File: config.mk
export PLATFORM = sky130hd
export DESIGN_NAME = kamus_lsu
export DESIGN_NICKNAME = d
export VERILOG_FILES = /design/src/rtl/kamus_pkg.sv /design/src/rtl/kamus_lsu_align.sv /design/src/rtl/kamus_lsu.sv
export SDC_FILE = /design/constraint.sdc
export NUM_CORES = 1
export LEC_CHECK = 0
export CAP_MARGIN = 10
export CORE_MARGIN = 3
export CORE_UTILIZATION = 40
export CTS_BUF_LIST = sky130_fd_sc_hd__clkbuf_16
export CTS_CLUSTER_DIAMETER = 150
export DETAILED_ROUTE_END_ITERATION = 10
export GPL_ROUTABILITY_DRIVEN = 0
export PLACE_DENSITY = 0.76
export SETUP_SLACK_MARGIN = 0.2
export SYNTH_ARGS = -nofsm -noshare
export SYNTH_HDL_FRONTEND = slang
export SYNTH_SLANG_ARGS = --single-unit
File: constraint.sdc
create_clock -name clk_i -period 4.45 [get_ports clk_i]
set_clock_uncertainty 0.2 [all_clocks]
set_input_delay 0.89 -clock clk_i [delete_from_list [all_inputs] [get_ports clk_i]]
set_output_delay 0.89 -clock clk_i [all_outputs]
set_load 0.02 [all_outputs]
File: src/rtl/kamus_pkg.sv
// Shared types for the kamus core.
// Holds the decoded operation set, register names, and the load/store unit's error and state encodings.
package kamus_pkg;

   typedef enum logic [4:0] {
      ADD, SUB, SLL, SRL, SRA, SLT, SLTU, LUI, JAL, BEQ,
      LB, LH, LW, LBU, LHU, SB, SH, SW
   } operation_e;

   typedef enum logic [4:0] {
      X0,  X1,  X2,  X3,  X4,  X5,  X6,  X7,  X8,  X9,  X10, X11, X12, X13, X14, X15,
      X16, X17, X18, X19, X20, X21, X22, X23, X24, X25, X26, X27, X28, X29, X30, X31
   } register_e;

   typedef enum logic [1:0] {
      ERR_NONE       = 2'd0,
      ERR_MISALIGNED = 2'd1,
      ERR_BUS        = 2'd2,
      ERR_ILLEGAL    = 2'd3
   } lsu_err_e;

   typedef enum logic [1:0] {
      IDLE = 2'd0,
      REQ  = 2'd1,
      WAIT = 2'd2,
      RESP = 2'd3
   } lsu_state_e;

   function automatic logic is_mem_op(operation_e op);
      return (op == LB) || (op == LH) || (op == LW) || (op == LBU) ||
             (op == LHU) || (op == SB) || (op == SH) || (op == SW);
   endfunction

   function automatic logic is_store_op(operation_e op);
      return (op == SB) || (op == SH) || (op == SW);
   endfunction

endpackage

File: src/rtl/kamus_lsu_align.sv
// Combinational lane logic for the LSU: byte enables, store-data replication,
// the misalignment flag, and load-data extraction with sign/zero extension.
module kamus_lsu_align
   import kamus_pkg::*;
(
   input  operation_e  op_i,
   input  logic [1:0]  addr_lo_i,
   input  logic [31:0] wdata_i,
   input  logic [31:0] rdata_i,
   output logic [3:0]  be_o,
   output logic [31:0] wdata_o,
   output logic        misaligned_o,
   output logic [31:0] rdata_o
);

   logic [7:0]  byte_sel;
   logic [15:0] half_sel;

   always_comb begin
      byte_sel = rdata_i[7:0];
      case (addr_lo_i)
         2'd1:    byte_sel = rdata_i[15:8];
         2'd2:    byte_sel = rdata_i[23:16];
         2'd3:    byte_sel = rdata_i[31:24];
         default: byte_sel = rdata_i[7:0];
      endcase
      half_sel = addr_lo_i[1] ? rdata_i[31:16] : rdata_i[15:0];
   end

   always_comb begin
      be_o         = 4'b0000;
      wdata_o      = 32'd0;
      misaligned_o = 1'b0;
      rdata_o      = 32'd0;
      case (op_i)
         LB, LBU, SB: be_o = 4'b0001 << addr_lo_i;
         LH, LHU, SH: begin
            be_o         = 4'b0011 << {addr_lo_i[1], 1'b0};
            misaligned_o = addr_lo_i[0];
         end
         LW, SW: begin
            be_o         = 4'b1111;
            misaligned_o = |addr_lo_i;
         end
         default: ;
      endcase
      // Store data goes out on every lane so the memory picks it up whatever be selects.
      case (op_i)
         LB:      rdata_o = {{24{byte_sel[7]}}, byte_sel};
         LBU:     rdata_o = {24'd0, byte_sel};
         LH:      rdata_o = {{16{half_sel[15]}}, half_sel};
         LHU:     rdata_o = {16'd0, half_sel};
         LW:      rdata_o = rdata_i;
         SB:      wdata_o = {4{wdata_i[7:0]}};
         SH:      wdata_o = {2{wdata_i[15:0]}};
         SW:      wdata_o = wdata_i;
         default: ;
      endcase
   end

endmodule

File: src/rtl/kamus_lsu.sv
// Load/store unit: one transaction at a time over the L1 data-memory req/gnt/rvalid port,
// returning a formatted, tagged load result or an error cause to writeback.
module kamus_lsu
   import kamus_pkg::*;
(
   input  logic        clk_i,
   input  logic        rst_i,
   input  logic        req_valid_i,
   output logic        req_ready_o,
   input  operation_e  op_i,
   input  logic [31:0] addr_i,
   input  logic [31:0] wdata_i,
   input  register_e   rd_addr_i,
   output logic        dmem_req_o,
   output logic        dmem_we_o,
   output logic [3:0]  dmem_be_o,
   output logic [31:0] dmem_addr_o,
   output logic [31:0] dmem_wdata_o,
   input  logic        dmem_gnt_i,
   input  logic        dmem_rvalid_i,
   input  logic [31:0] dmem_rdata_i,
   input  logic        dmem_err_i,
   output logic        rsp_valid_o,
   output logic        rsp_we_o,
   output register_e   rsp_rd_addr_o,
   output logic [31:0] rsp_rdata_o,
   output lsu_err_e    rsp_err_o,
   output logic        busy_o
);

   lsu_state_e  state_q;
   operation_e  op_q;
   logic [1:0]  addr_lo_q;
   register_e   rd_q;
   logic        ready_q;
   logic        busy_q;
   logic        dmem_req_q;
   logic        dmem_we_q;
   logic [3:0]  dmem_be_q;
   logic [31:0] dmem_addr_q;
   logic [31:0] dmem_wdata_q;
   logic        rsp_valid_q;
   logic        rsp_we_q;
   register_e   rsp_rd_q;
   logic [31:0] rsp_rdata_q;
   lsu_err_e    rsp_err_q;

   logic        idle;
   operation_e  al_op;
   logic [1:0]  al_lo;
   logic [3:0]  al_be;
   logic [31:0] al_wdata;
   logic [31:0] al_rdata;
   logic        al_mis;

   // The aligner sees the incoming op while idle and the latched op afterwards.
   assign idle  = (state_q == IDLE);
   assign al_op = idle ? op_i : op_q;
   assign al_lo = idle ? addr_i[1:0] : addr_lo_q;

   kamus_lsu_align u_align (
      .op_i         (al_op),
      .addr_lo_i    (al_lo),
      .wdata_i      (wdata_i),
      .rdata_i      (dmem_rdata_i),
      .be_o         (al_be),
      .wdata_o      (al_wdata),
      .misaligned_o (al_mis),
      .rdata_o      (al_rdata)
   );

   always_ff @(posedge clk_i or posedge rst_i) begin
      if (rst_i) begin
         state_q      <= IDLE;
         op_q         <= ADD;
         addr_lo_q    <= 2'd0;
         rd_q         <= X0;
         ready_q      <= 1'b0;
         busy_q       <= 1'b0;
         dmem_req_q   <= 1'b0;
         dmem_we_q    <= 1'b0;
         dmem_be_q    <= 4'd0;
         dmem_addr_q  <= 32'd0;
         dmem_wdata_q <= 32'd0;
         rsp_valid_q  <= 1'b0;
         rsp_we_q     <= 1'b0;
         rsp_rd_q     <= X0;
         rsp_rdata_q  <= 32'd0;
         rsp_err_q    <= ERR_NONE;
      end else begin
         rsp_valid_q <= 1'b0;
         case (state_q)
            IDLE: begin
               if (req_valid_i && ready_q) begin
                  op_q      <= op_i;
                  addr_lo_q <= addr_i[1:0];
                  rd_q      <= rd_addr_i;
                  ready_q   <= 1'b0;
                  busy_q    <= 1'b1;
                  if (!is_mem_op(op_i) || al_mis) begin
                     state_q     <= RESP;
                     rsp_valid_q <= 1'b1;
                     rsp_we_q    <= 1'b0;
                     rsp_rd_q    <= rd_addr_i;
                     rsp_rdata_q <= 32'd0;
                     rsp_err_q   <= is_mem_op(op_i) ? ERR_MISALIGNED : ERR_ILLEGAL;
                  end else begin
                     state_q      <= REQ;
                     dmem_req_q   <= 1'b1;
                     dmem_we_q    <= is_store_op(op_i);
                     dmem_be_q    <= al_be;
                     dmem_addr_q  <= {addr_i[31:2], 2'b00};
                     dmem_wdata_q <= al_wdata;
                  end
               end else begin
                  ready_q <= 1'b1;
               end
            end
            REQ: begin
               if (dmem_gnt_i) begin
                  state_q    <= WAIT;
                  dmem_req_q <= 1'b0;
               end
            end
            WAIT: begin
               if (dmem_rvalid_i) begin
                  state_q     <= RESP;
                  rsp_valid_q <= 1'b1;
                  rsp_rd_q    <= rd_q;
                  if (dmem_err_i) begin
                     rsp_err_q   <= ERR_BUS;
                     rsp_we_q    <= 1'b0;
                     rsp_rdata_q <= 32'd0;
                  end else begin
                     rsp_err_q   <= ERR_NONE;
                     rsp_we_q    <= !dmem_we_q;
                     rsp_rdata_q <= dmem_we_q ? 32'd0 : al_rdata;
                  end
               end
            end
            RESP: begin
               state_q <= IDLE;
               busy_q  <= 1'b0;
               ready_q <= 1'b1;
            end
            default: state_q <= IDLE;
         endcase
      end
   end

   assign req_ready_o   = ready_q;
   assign busy_o        = busy_q;
   assign dmem_req_o    = dmem_req_q;
   assign dmem_we_o     = dmem_we_q;
   assign dmem_be_o     = dmem_be_q;
   assign dmem_addr_o   = dmem_addr_q;
   assign dmem_wdata_o  = dmem_wdata_q;
   assign rsp_valid_o   = rsp_valid_q;
   assign rsp_we_o      = rsp_we_q;
   assign rsp_rd_addr_o = rsp_rd_q;
   assign rsp_rdata_o   = rsp_rdata_q;
   assign rsp_err_o     = rsp_err_q;

endmodule

## Word level (Yosys, flattened, before mapping)

Index checks and enable logic that the tools add are counted.

| storage, ports and cells | value |
|---|---|
| register bits | 125 |
| bits in latches | 0 |
| memory bits (writable) | 0 |
| memory bits (read-only) | 0 |
| input port bits | 112 |
| output and inout bits | 113 |
| logic and storage cells | 119 |
| memories | 0 |

| cells by class | value |
|---|---|
| add/sub/neg operators | 0 |
| multipliers | 0 |
| divide/modulo/power cells | 0 |
| $lt $le $gt $ge | 0 |
| equal/unequal tests | 27 |
| shift operators | 2 |
| mux-type cells | 46 |
| bitwise logic cells | 1 |
| reduce and logical (&&, ||, !) cells | 27 |

Operators with widths:

| operator | number |
|---|---|
| 2-to-1 mux 32 bit | 5 |
| case mux 32 bit (5 select lines) | 1 |
| case mux 32 bit (3 select lines) | 1 |
| case mux 32 bit (2 select lines) | 1 |
| equality test 5 x 4 -> 1 bit, second input constant | 12 |
| case mux 8 bit (3 select lines) | 1 |
| equality test 5 bit, second input constant | 4 |
| 2-to-1 mux 2 bit | 10 |
| 2-to-1 mux 5 bit | 4 |
| 2-to-1 mux 16 bit | 1 |
| 2-to-1 mux 1 bit | 12 |
| case mux 1 bit (2 select lines) | 6 |
| case mux 4 bit (3 select lines) | 1 |
| logical OR 1 bit | 10 |
| case mux 5 bit (2 select lines) | 1 |
| equality test 2 bit, second input constant | 4 |
| case mux 2 bit (4 select lines) | 1 |
| AND reduction 4 bit | 2 |
| inequality test 2 bit, second input constant | 3 |
| AND reduction 3 bit | 2 |
| nonzero test 2 bit | 3 |
| OR reduction 3 bit | 2 |
| equality test 2 x 1 -> 1 bit, second input constant | 2 |
| inequality test 2 x 1 -> 1 bit, second input constant | 2 |
| other kinds (9) | 12 |

## Longest topological paths before layout

Gate-level depths: netlist of run 1.

| logic depth | value |
|---|---|
| depth after elaboration | 13 |
| gate-level depth with buffers | 12 |
| depth with buffers taken out | 8 |

## Cells and area by module

A second synthesis of run 1 with hierarchy kept.

| second synthesis, totals | value |
|---|---|
| cell total of the unflattened synthesis | 572 |
| area, all modules | 6532.5 um^2 |

Modules (own cells, without submodules):

| module | instances | cells an instance | area each (um^2) | sequential area each (um^2) |
|---|---|---|---|---|
| kamus_lsu | 1 | 383 | 5221.3 | 3128.0 |
| kamus_lsu_align | 1 | 189 | 1311.3 | 0.0 |

## Worst setup path before layout of run 1

No wires, ideal clock.

| timing | value |
|---|---|
| path kind | input to register |
| start | input port op_i[2] |
| end | register rsp_rdata_q[16] (netlist: rsp_rdata_o[16]) |
| setup time | 0.096 ns |
| arrival | 2.717 ns |
| data required time | 4.154 ns |
| path slack | 1.438 ns |
| cell stages on the path | 9 |
| buffers on the path | 4 |
| path through | buf_2 > nor4bb_1 > o211a_1 > buf_2 > a2bb2oi_2 > o31ai_1 > buf_2 > buf_1 > o31ai_1 |

| on the way | value |
|---|---|
| word-level cells in the longest chain between the ends | 12 |
| elaborated cells between the ends (all ways) | 35 |
| classes of those cells | eq/ne (16); mux (7); reduce/logical (12) |

Ends and longest elaborated chain:

| item | RTL line | RTL |
|---|---|---|
| start: declaration | kamus_lsu.sv:10 | `input operation_e op_i,` |
| parallel branches: the longest is 12 deep, another holds case mux 32 bit (5 select lines) | n/a |  |
| end signal: assignment | kamus_lsu.sv:137 | `rsp_rdata_q <= dmem_we_q ? 32'd0 : al_rdata;` |
| end: declaration | kamus_lsu.sv:45 | `logic [31:0] rsp_rdata_q;` |

Parallel ways; which one is timed is not known. The select of a mux whose other input is x is not followed.
A chain may end at the register's enable or synchronous reset.

## Final worst setup path of run 1

| timing | value |
|---|---|
| start | register state_q[1] |
| end | register rsp_rdata_q[5] (netlist: rsp_rdata_o[5]) |

| on the way | value |
|---|---|
| word-level cells in the longest chain between the ends | 9 |
| elaborated cells between the ends (all ways) | 31 |
| classes of those cells | eq/ne (14); mux (10); reduce/logical (7) |

Ends and longest elaborated chain:

| item | RTL line | RTL |
|---|---|---|
| start: declaration | kamus_lsu.sv:31 | `lsu_state_e state_q;` |
| start signal: assignment | kamus_lsu.sv:74 | `state_q <= IDLE;` |
| start signal: assignment | kamus_lsu.sv:101 | `state_q <= RESP;` |
| start signal: assignment | kamus_lsu.sv:108 | `state_q <= REQ;` |
| zero test 2 bit | kamus_lsu.sv:57, kamus_lsu.sv:92 |  |
| 2-to-1 mux 2 bit | kamus_lsu.sv:59 | `assign al_lo = idle ? addr_i[1:0] : addr_lo_q;` |
| equality test 2 bit / equality test 2 x 1 -> 1 bit (equally long branches) | kamus_lsu_align.sv:21 | `case (addr_lo_i)` |
| case mux 8 bit (3 select lines) | kamus_lsu_align.sv:21 |  |
| case mux 32 bit (5 select lines) | kamus_lsu_align.sv:48 | `case (op_i)` |
| 2-to-1 mux 32 bit | kamus_lsu.sv:137 |  |
| 2-to-1 mux 32 bit | kamus_lsu.sv:130 | `if (dmem_err_i) begin` |
| 2-to-1 mux 32 bit | kamus_lsu.sv:126 | `if (dmem_rvalid_i) begin` |
| case mux 32 bit (2 select lines) | kamus_lsu.sv:92 | `case (state_q)` |

Several ways; a longest one is shown, not always the timed one. The select of a mux whose other input is x is not followed.

==> results.cfg, run 1 <==
[clocking]
path_clk_slew_ns = 0.05
cts.path.max_buffers = 2
post_cts_resized = 0
cts_max_level = 4
clock_sinks = 125
cts_setup_buffers = 0
clock_latency_ns = 0.42
cts_buffers = 17
cts_tree = built
cts_root_buf = clkbuf_16

[placed_design]
port_buffers = 222
placedCellCount = 973
dpl.hpwl_um = 13700

[grt]
grt_overflow = 0
track_usage_pct = 22.4
antenna_found_initial = 0
grt_pass1_wl_um = 29400
grt_max_degree = 126
first_global_vias = 5731

[floorplan]
num_rows = 44
core_um2 = 14800
die_x_um = 130
io_pins = 225
die_h_um = 130
die_area_um2 = 16800
start_util_pct = 41.5

[layout]
layout.cells.non_filler = 1006
mostFrequentLayoutCell = clkdlybuf4s50_1
register_area_um2 = 3130
n_antenna_cell = 0
multiInputGateArea_um2 = 2770
nNetsFinal = 925
drive_above_1_share_pct = 12.7
syn2layout_area_growth_pct = 49.2
fillers = 1196
final_cell_mix = 222 x clkdlybuf4s50_1, 125 x dfrtp_1, 79 x nand2_1

[yosys]
ys_seq_area_share_pct = 51.1
ys_ff_latch = 125
syn_avg_cell_area_um2 = 10.3
synth_cells = 594
ys.flop_type = dfrtp_1
synth_warnings = 0
ys_types = 54
synth_edf_count = 0
synth_area_um2 = 6120
async_flop_share_pct = 100

[drt]
drtIter0Drc = 450
detail-route-antenna-nets = 0
drc = 0
wl_per_cell_um = 19.2
first_pass_iters = 5
via_count = 5636
routed_wl_um = 19300
vias_per_cell = 5.60

[timing]
hold_viol_final = 0
worstMarginPinSlew_ns = 1.13
fmax_mhz = 261
period_share_pct = 86.1
rsz0062_at_grt = false
tns_ns = 0
relSlewSlack_pct = 24.4
setup_viol = 0
final_max_slew_viol_count = 0
min_period_ns = 3.83

[setup_path]
crit_family = compound AO/OA/AOI/OAI gates
crit_cells = 10
slowest_stage = o21bai_1
timing.critical_path.buf_inv = 3
cp.required_ns = 4.60
critPathMaxFanout = 16
critical_path_class = flop to flop
cp-end-kind = flop
reg2reg_depth = 10
cpPeakStageDelay_ns = 0.83
cp-start-kind = flop
cp_data_arrival_time_ns = 3.98
path_cells = inv_1 -> ha_1 -> buf_4 -> mux2i_2 -> buf_4 -> o21ai_0 -> o21bai_1 -> a22oi_1 -> o21ai_0 -> a22o_1

[run_status]
status = complete, no violations

[power_and_ir_drop]
power.total_w = 0.00633
peakVddDrop_v = 0.000440
swShare_pct = 39.7
pwr-share-comb_pct = 49.0
static-leakage-power_nw = 3.72
p_int_w = 0.00382
seq_power_share_pct = 28.9
clockPowerShare_pct = 22.1
power.switching_w = 0.00252
power_density_nw_per_um2 = 694

[job]
maxCapViolations = 0

[hold_path]
whs_path_depth = 2
hp-class = flop to flop
-- path summary, 6_finish.rpt --
path                             startpoint          endpoint  slack (ns)
min                        rsp_rd_addr_o[1]  rsp_rd_addr_o[1]        0.28
max reg2reg                      state_q[1]    rsp_rdata_o[5]        0.62
min in group asynchronous             rst_i   rsp_rdata_o[14]        0.83
min reg2reg                rsp_rd_addr_o[1]  rsp_rd_addr_o[1]        0.28
max in group asynchronous             rst_i           rd_q[4]        2.72
max                              state_q[1]    rsp_rdata_o[5]        0.62
-- kinds of logic (layout without fill, tap and decap cells) --
| logic type | count (synthesis) | count (layout) | synth area share [%] |
|---|---|---|---|
| fa+ha+maj | 4 | 4 | 0.818 |
| xor+xnor | 2 | 2 | 0.286 |
| compound gates | 179 | 180 | 19.4 |
| flops | 125 | 125 | 51.1 |
| mux | 71 | 71 | 12.9 |
| other cells | 1 | 2 | 0.0613 |
| buf+inv | 56 | 282 | 4.17 |
| simple gates | 156 | 156 | 11.2 |
-- state kept, by name, summed over array words and instances, names as in the netlist --
register       cells
addr_lo_q          2
busy_o             1
dmem_addr_o       30
dmem_be_o          4
dmem_req_o         1
dmem_wdata_o      32
dmem_we_o          1
op_q               5
rd_q               5
req_ready_o        1
rsp_err_o          2
rsp_rd_addr_o      5
rsp_rdata_o       32
rsp_valid_o        1
rsp_we_o           1
state_q            2
-- Yosys cell counts (4+ instances only) --
cell | count | share of area (%)
mux2_2 | 47 | 8.6
a22o_1 | 7 | 1.0
a22oi_1 | 15 | 1.8
nand2_1 | 79 | 4.8
nor2_1 | 43 | 2.6
o2bb2ai_1 | 6 | 0.86
o21ai_0 | 43 | 3.5
buf_2 | 15 | 1.2
nand3_1 | 13 | 1.1
dfrtp_1 | 125 | 51
a21oi_1 | 34 | 2.8
o21ai_1 | 5 | 0.41
ha_1 | 4 | 0.82
a221oi_1 | 9 | 1.3
a31oi_1 | 20 | 2.0
a21o_1 | 8 | 0.98
buf_1 | 4 | 0.25
buf_4 | 7 | 0.86
o31ai_1 | 17 | 2.1
clkbuf_1 | 15 | 0.92
inv_1 | 15 | 0.92
mux2i_1 | 21 | 3.4
-- timing repair --
item | CTS | global route
endpoints found under the setup margin | 0 | 10
hold buffers | 0 | 0
endpoints found under the hold margin | 0 | 0
-- cell type report --
type	count	share of cell area, %
multi-input cells	415	30.3
clock buffers	17	4.66
flip-flops and latches	125	34.3
clock inverters	15	1.89
well taps	184	2.52
inverters	15	0.658
repair buffers	235	25.7
-- layer usage --
layer / global-route usage, % / up-vias / part of all wire, %
met5: 0 / - / 0
met4: 9.66 / 0 / 2.6
met3: 6.75 / 40 / 8.7
met2: 36.8 / 291 / 49
met1: 27.5 / 2724 / 40
li1: - / 2581 / -
-- metrics by stage --
stage               utilization (%)  hold WS, ns  cell area (um^2)  setup WS [ns]
finish                         61.9        0.279              9130          0.617
global route                   61.9        0.303              9130          0.389
CTS                            61.8        0.282              9110          0.440
detailed placement             57.7        0.269              8520         0.0239
global placement               57.7        0.263              8520          0.273
floorplan                         -        0.279              6130           1.44
-- power groups by stage --
stage,logic [W],registers [W],clock network (W)
after floorplan,0.00138,0.00224,0
after global placement,0.00298,0.00182,0
after detailed placement,0.00305,0.00185,0
after CTS,0.00308,0.00183,0.00142
after global routing,0.00335,0.00189,0.00148
final,0.00310,0.00183,0.00140
-- worst reg2reg max path, cell delays in order (launching register included) --
cell,delay [ns]
dfrtp_1,0.40
inv_1,0.12
ha_1,0.49
buf_4,0.32
mux2i_2,0.31
buf_4,0.30
o21ai_0,0.14
o21bai_1,0.83
a22oi_1,0.31
o21ai_0,0.18
a22o_1,0.18
Power figures use the tool's default switching activity.
==> run 2: changes to the inputs <==
--- a/config.mk
+++ b/config.mk
@@ -6,7 +6,6 @@
 export NUM_CORES = 1
 export LEC_CHECK = 0
 export CAP_MARGIN = 10
-export CORE_MARGIN = 3
 export CORE_UTILIZATION = 40
 export CTS_BUF_LIST = sky130_fd_sc_hd__clkbuf_16
 export CTS_CLUSTER_DIAMETER = 150
==> results.cfg, run 2 (synthesized netlist as in run 1, its figures left out) <==
[layout]
mostFrequentLayoutCell = clkdlybuf4s50_1
n_antenna_cell = 0
fillers = 1206
multiInputGateArea_um2 = 2750
syn2layout_area_growth_pct = 47.5
drive_above_1_share_pct = 11.6
utilization_pct = 61.2
register_area_um2 = 3130
nNetsFinal = 924
final_cell_mix = 222 x clkdlybuf4s50_1, 125 x dfrtp_1, 79 x nand2_1
finalInstanceArea_um2 = 9030

[drt]
wl_per_cell_um = 18.3
first_pass_iters = 10
detail-route-antenna-nets = 0
drtIter0Drc = 388
routed_wl_um = 18300
via_count = 5549
vias_per_cell = 5.53
drc = 15

[clocking]
cts_buffers = 17
cts_root_buf = clkbuf_16
cts.path.max_buffers = 2
clock_latency_ns = 0.41
cts_tree = built
path_clk_slew_ns = 0.05
clock_sinks = 125
postCtsHoldBufs = 0
cts_max_level = 4

[grt]
antenna_found_initial = 0
first_global_vias = 5837
grt_pass1_wl_um = 30000
track_usage_pct = 24.1
grt_max_degree = 84
grt_overflow = 0

[power_and_ir_drop]
static-leakage-power_nw = 3.69
peakVddDrop_v = 0.000421
power_density_nw_per_um2 = 677

[floorplan]
die_x_um = 126
die_h_um = 126
core_um2 = 14800
io_pins = 225
die_area_um2 = 15800
num_rows = 44
start_util_pct = 41.5

[job]
maxCapViolations = 0

[setup_path]
cp-end-kind = flop
ff2ff_setup_slack_ns = 0.50
reg2reg_depth = 8
cp_data_arrival_time_ns = 3.99
endpoint = rsp_rdata_o[11]
crit_path_start = state_q[0]
timing.rr.end = rsp_rdata_o[11]
regToRegStartpoint = state_q[0]
cp.required_ns = 4.50
critPathMaxFanout = 21
cp-start-kind = flop
critical_path_class = flop to flop

[timing]
period_share_pct = 88.7
tns_ns = 0
fmax_mhz = 253
min_period_ns = 3.95
worstMarginPinSlew_ns = 0.972
setup_viol = 0
final_max_slew_viol_count = 0
hold_viol_final = 0
relSlewSlack_pct = 35.1
rsz0062_at_grt = false

[placed_design]
place_area_um2 = 8520
dpl.hpwl_um = 13400
port_buffers = 222

[hold_path]
hp-class = flop to flop

[run_status]
status = finished, violations left
violations = DRC
==> run 2: changes by cell type in the layout (fill, tap and decap cells not counted) <==
| cell | previous run | this run |
|---|---|---|
| bufinv_16 | 3 | 1 |
| clkinv_1 | 1 | 7 |
| clkinv_4 | 2 | 0 |
| clkinvlp_4 | 5 | 3 |
| inv_6 | 2 | 0 |
| o31ai_2 | 2 | 1 |
==> run 2: how the worst min path moves through the flow <==
stage,end,start,slack [ns],depth (start not counted)
6_report,rsp_rdata_o[28],rsp_rdata_o[28],0.28,2
5_1_grt,rsp_rdata_o[19],rsp_rdata_o[19],0.31,2
4_1_cts,rsp_rdata_o[29],rsp_rdata_o[29],0.29,2
3_5_place_dp,rsp_rdata_o[29],rsp_rdata_o[29],0.27,2
3_3_place_gp,rsp_rdata_o[26],rsp_rdata_o[26],0.26,2
2_1_floorplan,rd_q[1],rd_q[1],0.28,1
==> run 2: what timing repair did <==
action	in CTS	in global routing
setup buffers	0	0
gates resized for setup	0	0
endpoints found under the hold margin	0	0
endpoints found under the setup margin	0	4
==> run 2: routing by layer <==
layer | GRT usage, % | vias to the layer above | part of all wire [%]
met3 | 6.20 | 44 | 6.9
met1 | 30.8 | 2674 | 42
met5 | 0 | - | 0
met4 | 11.3 | 0 | 3.0
met2 | 38.2 | 254 | 48
li1 | - | 2577 | -
==> run 2: area by class of cell <==
cell class	count	share of cell area [%]
clock inverters	13	0.942
inverters	15	0.665
multi-input cells	414	30.5
well taps	184	2.55
repair buffers	235	26.0
flip-flops and latches	125	34.7
clock buffers	17	4.71
==> run 2: critical path, stage by stage (launching register included) <==
cell and delay (ns):
dfrtp_1 0.41, inv_1 0.12, ha_1 0.62, mux2_4 0.46, o211a_1 0.28, a2bb2oi_2 0.25, o31ai_4 0.67, or2_0 0.54
o21ai_0 0.22
==> run 2: where the power goes <==
group,internal [W],total (W),leakage [nW],switching [W]
combinational,0.00138,0.00306,1.84,0.00168
clock,0.000741,0.00122,0.248,0.000479
sequential,0.00157,0.00184,1.60,0.000269
==> run 2: stage by stage <==
step	std cells	setup slack, ns	hold slack (ns)	total power (W)
floorplan	595	1.44	0.279	0.00362
detailed placement	973	0.276	0.274	0.00490
finish	1003	0.504	0.282	0.00612
global route	1003	0.228	0.307	0.00648
global placement	973	0.404	0.262	0.00481
CTS	1003	0.483	0.287	0.00614
==> run 3: changes to the inputs <==
--- a/config.mk
+++ b/config.mk
@@ -5,7 +5,7 @@
 export SDC_FILE = /design/constraint.sdc
 export NUM_CORES = 1
 export LEC_CHECK = 0
-export CAP_MARGIN = 10
+export CAP_MARGIN = 0
 export CORE_UTILIZATION = 40
 export CTS_BUF_LIST = sky130_fd_sc_hd__clkbuf_16
 export CTS_CLUSTER_DIAMETER = 150
==> results of run 3 <==
Same layout as run 2: the final DEF is identical, and so are final timing and power.
==> RTL edit (flow settings as in run 3) <==
Encoding of `lsu_state_e`: now one-hot (4 bits for 4 states).
--- a/src/rtl/kamus_pkg.sv
+++ b/src/rtl/kamus_pkg.sv
@@ -21,7 +21,7 @@
 
-   typedef enum logic [1:0] {
-      IDLE = 2'd0,
-      REQ  = 2'd1,
-      WAIT = 2'd2,
-      RESP = 2'd3
+   typedef enum logic [3:0] {
+      IDLE = 4'b0001,
+      REQ  = 4'b0010,
+      WAIT = 4'b0100,
+      RESP = 4'b1000
    } lsu_state_e;
Check against the original RTL: no difference found for any inputs over 4 cycles, from zero or initial values and one cycle with rst_i high; so few cycles prove little.
==> RTL edit against run 3 <==
  * Power decreased by 10%
  * Synthesized area increased by 2.7%
  * Sequential cell count increased by 2
  * Sequential power decreased by 3%
  * Routed wire length increased by 1.0%
  * First-iteration DRC count increased by 35%
  * Worst setup slack improved by 270 ps
  * Design area increased by 3.0%
  * Clock power increased by 9.8%
==> RTL edit: results <==
{
  "status": "finished, final reports clean",
  "hold_start": "rd_q[2]",
  "critical_path_arrival_ps": 3770,
  "synthXorXnorAreaFrac_pct": 0,
  "grt_use_met3_pct": 7.538,
  "grt_pass1_vias": 5440,
  "dp_worst_setup_slack_ps": 390.9,
  "synth.distinct_cells": 57,
  "synthAdderAreaFrac_pct": 0,
  "post_drt_via_cell_ratio": 5.421,
  "path_delay_family": "multiplexers",
  "seq_area_frac_synth_pct": 50.61,
  "tightest_slew_ps": 713.8,
  "syn-mean-instance-area_um2": 11.22,
  "grt_pass1_wl_um": 29460,
  "grt_max_degree": 59,
  "p_leak_nw": 4.134,
  "synthArstFlopShare_pct": 100.0,
  "synthMuxAreaShare_pct": 19.10,
  "grtUsageMet2_pct": 38.09,
  "drt-met1-wl_um": 7575,
  "drt-initial-drc-count": 524,
  "cp_max_fo": 20,
  "antenna_found_initial": 0,
  "netlist_top_cells_count": "dfrtp_1, nand2_1, mux2_1, a21oi_1, mux2_2",
  "wl_met3_um": 1537,
  "h-tree-depth": 4,
  "fin_cells": 1004,
  "place_area_um2": 8728,
  "wl_per_cell_um": 18.42,
  "wl_met2_um": 9121,
  "synth_compound_area_share_pct": 15.00,
  "place_inst": 972,
  "critPathSlowestCell": "dfstp_2",
  "max_stage_delay_ps": 600,
  "drt_pass1_iterations": 5,
  "critPathLaunch": "state_q[0]",
  "drive_gt1_share_pct": 10.97,
  "grtUsageTotal_pct": 23.85,
  "vdd_drop_max_mv": 0.3421,
  "final_nets": 892,
  "synthTopCellsByArea": "dfrtp_1, mux2_1, nand2_1, mux2_2, mux2i_1",
  "grt_util_met1_pct": 30.89,
  "n_fill_cell": 1207
}
-- RTL edit: path summary, 6_finish.rpt --
check                                  endpoint  slack, ps  cells after the start
min in group asynchronous               op_q[1]        700                      2
worst min-delay path                    rd_q[2]        280                      2
worst min register to register          rd_q[2]        280                      2
worst max register to register   dmem_addr_o[4]        770                      9
max in group asynchronous       rsp_rdata_o[18]       2360                      3
worst max-delay path             dmem_addr_o[4]        770                      9
-- RTL edit: area by class of cell --
type                            count  area [um^2]  share of cell area (%)
Clock buffer                       17        425.4                   4.575
Clock inverter                     15        145.1                   1.561
Inverter                           14        56.30                  0.6055
Multi-Input combinational cell    380         2846                   30.61
Sequential cell                   127         3179                   34.19
Tap cell                          211        264.0                   2.839
Timing Repair Buffer              240         2382                   25.62
-- RTL edit: power breakdown --
group | switching, mW | internal (mW) | leakage, nW
clock network | 0.521 | 0.819 | 0.276
registers | 0.254 | 1.53 | 1.65
logic | 1.23 | 1.14 | 2.20
total | 2.01 | 3.48 | 4.13
